[config.mk]
export PLATFORM = sky130hd
export DESIGN_NAME = instr_fetch
export DESIGN_NICKNAME = d
export VERILOG_FILES = /design/src/rtl/instr_fetch.sv
export SDC_FILE = /design/constraint.sdc
export NUM_CORES = 1
export LEC_CHECK = 0
export CAP_MARGIN = 30
export CELL_PAD_IN_SITES_DETAIL_PLACEMENT = 1
export CELL_PAD_IN_SITES_GLOBAL_PLACEMENT = 2
export CORE_UTILIZATION = 35
export DETAILED_ROUTE_END_ITERATION = 8
export MAX_ROUTING_LAYER = met4
export PLACE_DENSITY_LB_ADDON = 0.1
export SYNTH_ARGS = -nofsm -noshare
export SYNTH_HDL_FRONTEND = slang
export SYNTH_SLANG_ARGS = --single-unit
export TNS_END_PERCENT = 20
[constraint.sdc]
create_clock -name clk -period 4.8 [get_ports clk]
set_clock_uncertainty 0.2 [all_clocks]
set_input_delay 0.72 -clock clk [delete_from_list [all_inputs] [get_ports clk]]
set_output_delay 0.72 -clock clk [all_outputs]
set_load 0.005 [all_outputs]
[src/rtl/instr_fetch.sv]
// Prefetch unit: one memory read outstanding, DEPTH-entry byte buffer feeding the CPU IR.
// Latency mem_ack -> instr_valid is 1 cycle; fetching pauses while the buffer is full.
module instr_fetch #(
  parameter int         DEPTH    = 2,
  parameter logic [7:0] RESET_PC = 8'h00
) (
  input  logic       clk,
  input  logic       reset,
  input  logic       LoadIRSig,
  output logic [7:0] instruction,
  output logic       instr_valid,
  input  logic       jump,
  input  logic [7:0] jump_addr,
  output logic [7:0] pc,
  output logic       mem_req,
  output logic [7:0] mem_addr,
  input  logic       mem_ack,
  input  logic [7:0] mem_data
);

  localparam int PW = $clog2(DEPTH);
  localparam int CW = PW + 1;
  localparam logic [CW-1:0] DEPTH_C = CW'(DEPTH);

  typedef enum logic [1:0] {IDLE, WAIT, DISCARD} state_t;

  state_t          state, stateNext;
  logic [7:0]      buffer [DEPTH];
  logic [PW-1:0]   rdPtr, wrPtr;
  logic [CW-1:0]   count, countAfter;
  logic [7:0]      fetchPtr;
  logic            ackValid, doPush, doPop, raiseReq;

  // An ack only counts against a request actually on the bus.
  assign ackValid    = mem_ack && mem_req;
  assign instr_valid = (count != '0);
  assign instruction = instr_valid ? buffer[rdPtr] : 8'h00;
  assign doPop       = LoadIRSig && instr_valid && !jump;
  assign doPush      = (state == WAIT) && ackValid && !jump;
  assign countAfter  = count + CW'(doPush) - CW'(doPop);

  always_comb begin
    stateNext = state;
    raiseReq  = 1'b0;
    case (state)
      IDLE: begin
        if (!jump && count < DEPTH_C) stateNext = WAIT;
      end
      WAIT: begin
        if (ackValid) begin
          if (jump)                      stateNext = IDLE;
          else if (countAfter < DEPTH_C) stateNext = WAIT;
          else                           stateNext = IDLE;
        end else if (mem_req) begin
          if (jump) stateNext = DISCARD;
        end else if (!jump) begin
          // Request goes out the cycle after entering WAIT or after the previous ack.
          raiseReq = 1'b1;
        end
      end
      DISCARD: begin
        if (ackValid) stateNext = IDLE;
      end
      default: stateNext = IDLE;
    endcase
  end

  always_ff @(posedge clk or negedge reset) begin
    if (!reset) begin
      state    <= IDLE;
      mem_req  <= 1'b0;
      mem_addr <= RESET_PC;
      fetchPtr <= RESET_PC;
      pc       <= RESET_PC;
      count    <= '0;
      rdPtr    <= '0;
      wrPtr    <= '0;
    end else begin
      state <= stateNext;

      if (raiseReq) begin
        mem_req  <= 1'b1;
        mem_addr <= fetchPtr;
      end else if (ackValid) begin
        mem_req  <= 1'b0;
      end

      if (jump)        fetchPtr <= jump_addr;
      else if (doPush) fetchPtr <= fetchPtr + 8'h01;

      if (jump)       pc <= jump_addr;
      else if (doPop) pc <= pc + 8'h01;

      if (jump) begin
        count <= '0;
        rdPtr <= '0;
        wrPtr <= '0;
      end else begin
        count <= countAfter;
        if (doPush) wrPtr <= wrPtr + PW'(1);
        if (doPop)  rdPtr <= rdPtr + PW'(1);
      end
    end
  end

  // Storage needs no reset: instruction is masked while the buffer is empty.
  always_ff @(posedge clk) begin
    if (doPush) buffer[wrPtr] <= mem_data;
  end

endmodule

==> results of run 1 <==
-- critical path: stages --
cell and delay, ns:
clkdlybuf4s50_1 0.59, or3_1 0.51, ha_1 0.30, inv_1 0.04, ha_1 0.18, xnor2_1 0.18, xnor2_1 0.17, o22ai_1 0.11
-- per-layer routing --
| layer | vias up | share of wire, % |
|---|---|---|
| met2 | 33 | 53 |
| met1 | 816 | 43 |
| li1 | 754 | - |
| met3 | 7 | 3.0 |
| met5 | - | 0 |
| met4 | 0 | 0.85 |
-- stage by stage --
stage                     power (W)  instance area [sq um]
after floorplan            0.000741                   2130
after global placement     0.000920                   2660
after detailed placement   0.000941                   2660
after CTS                   0.00129                   2800
after global routing        0.00135                   2800
final                       0.00127                   2800
-- state kept, by name, indices dropped and copies added (netlist names) --
register and flops:
wrPtr 1, buffer 16, mem_addr 8, mem_req 1, state 2, count 2
fetchPtr 8, pc 8, rdPtr 1
-- area by class of cell --
cell class              instances  area [sq um]
fillers                       629          3090
inverters                       6          22.5
clock inverters                 3          67.6
flip-flops and latches         47          1260
multi-input cells             119           822
repair buffers                 47           468
clock buffers                   5          68.8
well taps                      75          93.8
-- final timing paths --
kind,endpoint,slack [ns]
max in group asynchronous,mem_addr[2],3.49
max,state[0],1.98
min in group asynchronous,wrPtr,0.61
min,mem_addr[6],0.31
max reg2reg,state[0],2.13
min reg2reg,mem_addr[6],0.31
-- logic make-up after synthesis --
logic type / share of synthesized area [%]
compound gates: 8.65
xor+xnor: 2.88
simple gates: 14.3
flops: 59.1
fa+ha+maj: 2.35
buf+inv: 2.24
mux: 10.5
-- where the power goes --
part / internal (W) / leakage [nW] / switching (W)
registers: 0.000490 / 0.507 / 0.0000725
logic: 0.000218 / 0.483 / 0.000149
clock network: 0.000208 / 0.0644 / 0.000136
-- cell usage in the layout, fill, tap and decap left out, drive strengths merged, types with 2 or more instances in the layout --
cell type and count:
clkbuf 5, nand2 5, o21ai 7, a21oi 4, nor2b 2, nand4 2
or3 6, o31ai 5, mux2i 11, nor2 22, nand3 7, dfrtp 31
or4 6, nand4b 2, ha 4, xnor2 5, a31oi 10, bufinv 2
xor2 2, mux2 10, edfxtp 16, inv 6, clkdlybuf4s50 46
-- cells in the mapped netlist, types with 2 or more instances --
master    count  area, sq um
a21oi_1       4         20.0
a31oi_1      10         62.6
buf_2         2         10.0
clkbuf_1      4         15.0
dfrtp_1      31          776
edfxtp_1     16          480
ha_1          4         50.1
inv_1         6         22.5
mux2_2       10          113
mux2i_1      11          110
nand2_1       5         18.8
nand3_1       7         35.0
nand4_1       2         12.5
nor2_1       22         82.6
nor2b_1       2         12.5
o21ai_0       6         30.0
o31ai_1       5         37.5
or3_1         6         37.5
or4_1         6         45.0
xnor2_1       5         43.8
xor2_1        2         17.5
==> run_results.csv, run 1 <==
group,metric,value,unit
synthesis,ys_ff_latch,47,
grt,grt_first_pass_wirelength,8.38,mm
floorplan,die_h,79.9,um
routing,wl_per_cell,16.7,um
clock_tree,postCtsSetupBuffers,0,
placed_design,place_inst,294,
sta,slew_headroom,33.4,%
synthesis,ys.flop_type,"dfrtp_1",
clock_tree,clockRootBuffer,"clkbuf_8",
sta,drv_slew,0,
sta,whs,0.312,ns
grt,grtUsageTotal,17.9,%
routing,ant_nets,0,
placed_design,hpwl,3.73,mm
pwr,ir_worst_vdd,0.224,mV
grt,use_met3,3.20,%
floorplan,rows,28,
sta,fin_crit,2.82,ns
grt,grt-busiest-layer,"met2",
routing,wl,5.05,mm
clock_tree,cts_tree,"built",
job,max_cap_viol_count,0,
sta,rsz0062_at_grt,"no",
setup_path,setup.worst_path.start,"jump",
routing,first_pass_iters,6,
routing,routed_via_density,5.33,
clock_tree,clk_pin_slew,0.09,ns
hold_path,hp-start,"mem_addr[6]",
synthesis,synthesis.nets,203,
sta,setup_ws,1.98,ns
grt,grt_pass1_vias,1698,
sta,fmax,355,MHz
sta,hold_viol,0,
layout,area_growth_syn_to_layout,31.7,%
clock_tree,cts.sinks,47,
floorplan,start_util,36.1,%
placed_design,place_congestion,0.705,
synthesis,ys_seq_area_share,59.1,%
hold_path,whs_path_depth,1,
setup_path,critPathMaxFanout,10,
routing,drtIter0Drc,53,
routing,vias,1610,
grt,grt_util_met2,29.9,%
layout,fin_cells,302,
setup_path,worstSetupPathType,"primary input to flop",
clock_tree,cts_resized,0,
setup_path,worstPathArrival,2.79,ns
clock_tree,h-tree-depth,2,
status,status,"finished clean",
grt,antenna_found_initial,0,
floorplan,io_pins,47,
setup_path,reg2reg_from,"count[1]",
pwr,power_density,455,nW/um^2
layout,post-route-util,47.6,%
grt,grt_max_degree,32,
floorplan,die_x,79.9,um
synthesis,async_reset_ff_share,66.0,%
grt,met1_usage,22.3,%
setup_path,rr_worst_depth,8,
clock_tree,clk_latency,0.30,ns
setup_path,start_kind,"primary input",
sta,fin_crit_sh,58.7,%
synthesis,syn_avg_cell_area,11.9,sq um
sta,tightest_slew,0.993,ns
routing,drc,0,
placed_design,dpl_worst_slack,1.69,ns
synthesis,yosysWarnings,0,
synthesis,synthCells,178,
clock_tree,cts_buffers,5,
clock_tree,cts.path.max_buffers,2,
pwr,leakage,1.05,nW
floorplan,core,5890,sq um
sta,finalSetupViolations,0,
synthesis,synth_edf_count,16,
sta,setup_tns,0,ns
layout,insertedDiodeCount,0,
synthesis,synth_cell_types,33,
grt,globalRouteOverflowTotal,0,
placed_design,io_buffer_count,46,
synthesis,mappedNetlistArea,2130,sq um
layout,layout.nets,251,
floorplan,fp.dieArea,6390,sq um
hold_path,hold_path_class,"flop to flop",
setup_path,endpoint_kind,"flop",
clock_tree,cts_hold_buf,0,
layout,drive_gt1_share,9.25,%
setup_path,cp.required,4.77,ns
(Power assumes the default switching activity.)
==> run 2: changes to the inputs <==
--- a/config.mk
+++ b/config.mk
@@ -8,7 +8,7 @@
 export CAP_MARGIN = 30
 export CELL_PAD_IN_SITES_DETAIL_PLACEMENT = 1
 export CELL_PAD_IN_SITES_GLOBAL_PLACEMENT = 2
-export CORE_UTILIZATION = 35
+export CORE_UTILIZATION = 29
 export DETAILED_ROUTE_END_ITERATION = 8
 export MAX_ROUTING_LAYER = met4
 export PLACE_DENSITY_LB_ADDON = 0.1
==> constraint.sdc (replaced) <==
create_clock -name clk -period 2.5 [get_ports clk]
set_clock_uncertainty 0.2 [all_clocks]
set_input_delay 0.375 -clock clk [delete_from_list [all_inputs] [get_ports clk]]
set_output_delay 0.375 -clock clk [all_outputs]
set_load 0.005 [all_outputs]
==> run_results.csv, run 2 (same netlist as run 1, synthesis figures left out) <==
group,metric,value,unit
status,status,"finished clean",
routing,wl,5.34,mm
placed_design,dpl_worst_slack,-0.0847,ns
sta,drv_slew,0,
sta,fmax,426,MHz
placed_design,hpwl,4.02,mm
setup_path,start_kind,"flop",
routing,first_pass_iters,4,
routing,drc,0,
setup_path,critPathMaxFanout,9,
clock_tree,cts_tree,"built",
layout,final_cell_area,2860,sq um
sta,setup_ws,0.153,ns
layout,largest_register_ffs,16,
grt,globalRouteOverflowTotal,0,
sta,finalSetupViolations,0,
floorplan,io_pins,47,
layout,area_growth_syn_to_layout,34.7,%
grt,grtUsageTotal,15.9,%
grt,grt_first_pass_wirelength,8.89,mm
sta,fin_crit_sh,93.9,%
clock_tree,postCtsSetupBuffers,0,
placed_design,io_buffer_count,46,
routing,ant_nets,0,
floorplan,rows,30,
clock_tree,clk_latency,0.30,ns
layout,final_common_cell,"clkdlybuf4s50_1",
pwr,ir_worst_vdd,0.324,mV
job,max_cap_viol_count,0,
setup_path,worstSetupPathType,"flop to output pin",
routing,vias,1620,
layout,insertedDiodeCount,0,
clock_tree,clockRootBuffer,"clkbuf_8",
layout,fillers,762,
grt,antenna_found_initial,0,
sta,setup_tns,0,ns
sta,slew_headroom,65.1,%
hold_path,hold_path_class,"primary input to async pin",
placed_design,placed_area,2770,sq um
routing,drtIter0Drc,46,
clock_tree,cts_buffers,5,
floorplan,core,6940,sq um
floorplan,fp.dieArea,7680,sq um
setup_path,cp.required,1.92,ns
floorplan,start_util,30.6,%
setup_path,endpoint_kind,"output pin",
pwr,power_density,799,nW/um^2
sta,tightest_slew,0.523,ns
pwr,leakage,1.08,nW
routing,routed_via_density,4.85,
layout,drive_gt1_share,13.9,%
clock_tree,h-tree-depth,2,
floorplan,die_h,87.6,um
clock_tree,cts.sinks,47,
floorplan,die_x,87.6,um
sta,rsz0062_at_grt,"no",
clock_tree,cts.path.max_buffers,2,
grt,grt_max_degree,32,
routing,wl_per_cell,16.0,um
setup_path,worstPathArrival,1.77,ns
layout,layout.nets,262,
setup_path,r2r_slack,0.24,ns
grt,grt_pass1_vias,1733,
layout,final_cell_mix,"clkdlybuf4s50_1, dfrtp_1, nor2_1",
sta,fin_crit,2.35,ns
placed_design,place_congestion,0.806,
clock_tree,clk_pin_slew,0.09,ns
layout,max_flop_register,"buffer",
sta,hold_viol,0,
pwr,fin_total_pwr,0.00229,W
run 2: changes by cell type in the layout (fill, tap and decap cells not counted), sizes merged:
cell | previous run | this run
clkinvlp | 1 | 2
clkinv | 0 | 1
buf | 1 | 12
bufinv | 2 | 0
run 2: power breakdown:
part	total [W]	switching, W	internal [W]
logic	0.000752	0.000302	0.000450
clock network	0.000459	0.000264	0.000195
registers	0.00108	0.000135	0.000941
total	0.00229	0.000702	0.00159
run 2: area by class of cell:
cell class              count  area [sq um]  share of cell area (%)
multi-input cells         119           825                    28.8
inverters                   6          22.5                   0.787
well taps                  96           120                    4.20
repair buffers             58           551                    19.2
clock inverters             3          20.0                   0.699
clock buffers               5          68.8                    2.40
flip-flops and latches     47          1260                    43.9
run 2: path summary, 6_finish.rpt:
check,cells past startpoint,to,from
setup / recovery,3,instruction[1],rdPtr
hold / removal,2,pc[4],reset
setup reg to reg,8,state[0],state[1]
hold reg to reg,1,mem_addr[4],mem_addr[4]
max in group asynchronous,2,fetchPtr[1],reset
min in group clk,1,mem_addr[4],mem_addr[4]
run 2: through the flow:
stage	std cells	util [%]	hold WS (ns)
2_1_floorplan	178	-	-0.121
3_3_place_gp	326	39.9	0.281
3_5_place_dp	326	39.9	0.303
4_1_cts	334	41.2	0.289
5_1_grt	334	41.2	0.301
6_report	334	41.2	0.270
run 2: metal layers:
metal	up-vias	part of all wire [%]	GRT usage, %
li1	774	-	-
met1	809	47	20.6
met2	32	47	25.1
met3	5	3.9	3.49
met4	0	1.2	4.47
met5	-	0	-
run 2: critical path, stage by stage, from the launching register on:
cell	delay [ns]
dfrtp_1	0.68
mux2i_1	0.15
nor2_1	0.12
clkdlybuf4s50_1	0.52
run 2: timing repair:
item / CTS / global route
resized for setup: 1 / 0
setup endpoints to repair: 1 / 0
hold buffers: 0 / 0
==> run 3: changes to the inputs <==
--- a/config.mk
+++ b/config.mk
@@ -8,7 +8,8 @@
 export CAP_MARGIN = 30
 export CELL_PAD_IN_SITES_DETAIL_PLACEMENT = 1
 export CELL_PAD_IN_SITES_GLOBAL_PLACEMENT = 2
-export CORE_UTILIZATION = 29
+export CORE_UTILIZATION = 30
+export CTS_BUF_LIST = sky130_fd_sc_hd__clkbuf_8
 export DETAILED_ROUTE_END_ITERATION = 8
 export MAX_ROUTING_LAYER = met4
 export PLACE_DENSITY_LB_ADDON = 0.1
==> run_results.csv, run 3 (same netlist as run 1, synthesis figures left out) <==
group,metric,value,unit
sta,fin_crit_sh,92.3,%
sta,tightest_slew,0.528,ns
grt,globalRouteOverflowTotal,0,
sta,setup_tns,0,ns
floorplan,start_util,31.1,%
clock_tree,cts_resized,1,
routing,routed_via_density,4.85,
sta,drv_slew,0,
hold_path,hold_path_class,"primary input to async pin",
clock_tree,cts_buffers,5,
layout,area_growth_syn_to_layout,35.2,%
clock_tree,h-tree-depth,2,
job,max_cap_viol_count,0,
clock_tree,clk_pin_slew,0.09,ns
setup_path,setup.worst_path.start,"rdPtr",
sta,fmax,433,MHz
pwr,ir_worst_vdd,0.314,mV
floorplan,core,6830,sq um
grt,grt_max_degree,32,
sta,fin_crit,2.31,ns
status,status,"finished clean",
setup_path,worstSetupPathType,"flop to output pin",
floorplan,fp.dieArea,7430,sq um
floorplan,die_x,86.2,um
sta,hold_viol,0,
grt,grt_pass1_vias,1768,
placed_design,hpwl,3.90,mm
placed_design,dpl_worst_slack,-0.115,ns
setup_path,start_kind,"flop",
pwr,power_density,797,nW/um^2
floorplan,io_pins,47,
layout,max_flop_register,"buffer",
pwr,leakage,1.09,nW
layout,fillers,763,
grt,antenna_found_initial,0,
layout,final_cell_mix,"clkdlybuf4s50_1, dfrtp_1, nor2_1",
clock_tree,cts_tree,"built",
layout,final_common_cell,"clkdlybuf4s50_1",
routing,wl_per_cell,15.3,um
clock_tree,cts.sinks,47,
routing,ant_nets,0,
routing,wl,5.12,mm
clock_tree,clockRootBuffer,"clkbuf_8",
sta,rsz0062_at_grt,"no",
setup_path,cp.required,1.92,ns
layout,insertedDiodeCount,0,
layout,fin_cells,335,
grt,grtUsageTotal,16.4,%
routing,vias,1625,
clock_tree,postCtsSetupBuffers,0,
layout,largest_register_ffs,16,
setup_path,reg2reg_from,"state[1]",
floorplan,rows,30,
placed_design,place_congestion,0.773,
setup_path,critPathMaxFanout,9,
sta,setup_ws,0.192,ns
setup_path,worstPathArrival,1.73,ns
sta,finalSetupViolations,0,
floorplan,die_h,86.2,um
placed_design,io_buffer_count,46,
clock_tree,cts.path.max_buffers,2,
routing,drtIter0Drc,36,
layout,post-route-util,42.1,%
clock_tree,clk_latency,0.30,ns
layout,drive_gt1_share,14.2,%
clock_tree,cts_hold_buf,0,
layout,layout.nets,263,
routing,first_pass_iters,4,
routing,drc,0,
placed_design,place_inst,327,
setup_path,endpoint_kind,"output pin",
sta,slew_headroom,64.8,%
grt,grt_first_pass_wirelength,8.96,mm
==> run 3: path summary, 6_finish.rpt <==
check / endpoint / slack, ns / cells past startpoint
hold / removal: pc[3] / 0.27 / 2
max in group asynchronous: mem_addr[4] / 1.52 / 2
hold reg to reg: state[0] / 0.30 / 1
min in group clk: state[0] / 0.30 / 1
setup / recovery: instruction[5] / 0.19 / 3
setup reg to reg: count[1] / 0.28 / 8
==> run 3: critical path, cell delays in order, from the launching register on <==
cell             delay [ns]
dfrtp_1                0.66
mux2i_1                0.27
nor2_1                 0.06
clkdlybuf4s50_1        0.45
==> run 3: layout make-up <==
class | count | area [sq um] | area share [%]
clock buffers | 5 | 68.8 | 2.39
inverters | 6 | 22.5 | 0.784
well taps | 96 | 120 | 4.18
repair buffers | 59 | 558 | 19.4
multi-input cells | 119 | 825 | 28.7
clock inverters | 3 | 23.8 | 0.827
flip-flops and latches | 47 | 1260 | 43.7
==> run 3: where the power goes <==
group          internal [W]  switching [W]
clock              0.000200       0.000273
sequential         0.000941       0.000129
combinational      0.000451       0.000297
==> run 3: stage by stage <==
step	hold WS (ns)	total power [W]	cell area, sq um
finish	0.266	0.00229	2870
global route	0.302	0.00246	2870
CTS	0.284	0.00234	2870
detailed placement	0.294	0.00185	2780
global placement	0.278	0.00181	2780
floorplan	-0.121	0.00142	2130
==> run 3: routing by layer <==
metal | share of wire, % | vias to the layer above | track usage [%]
li1 | - | 776 | -
met1 | 46 | 807 | 20.4
met2 | 50 | 35 | 26.8
met3 | 2.9 | 7 | 3.52
met4 | 1.5 | 0 | 5.00
met5 | 0 | - | -
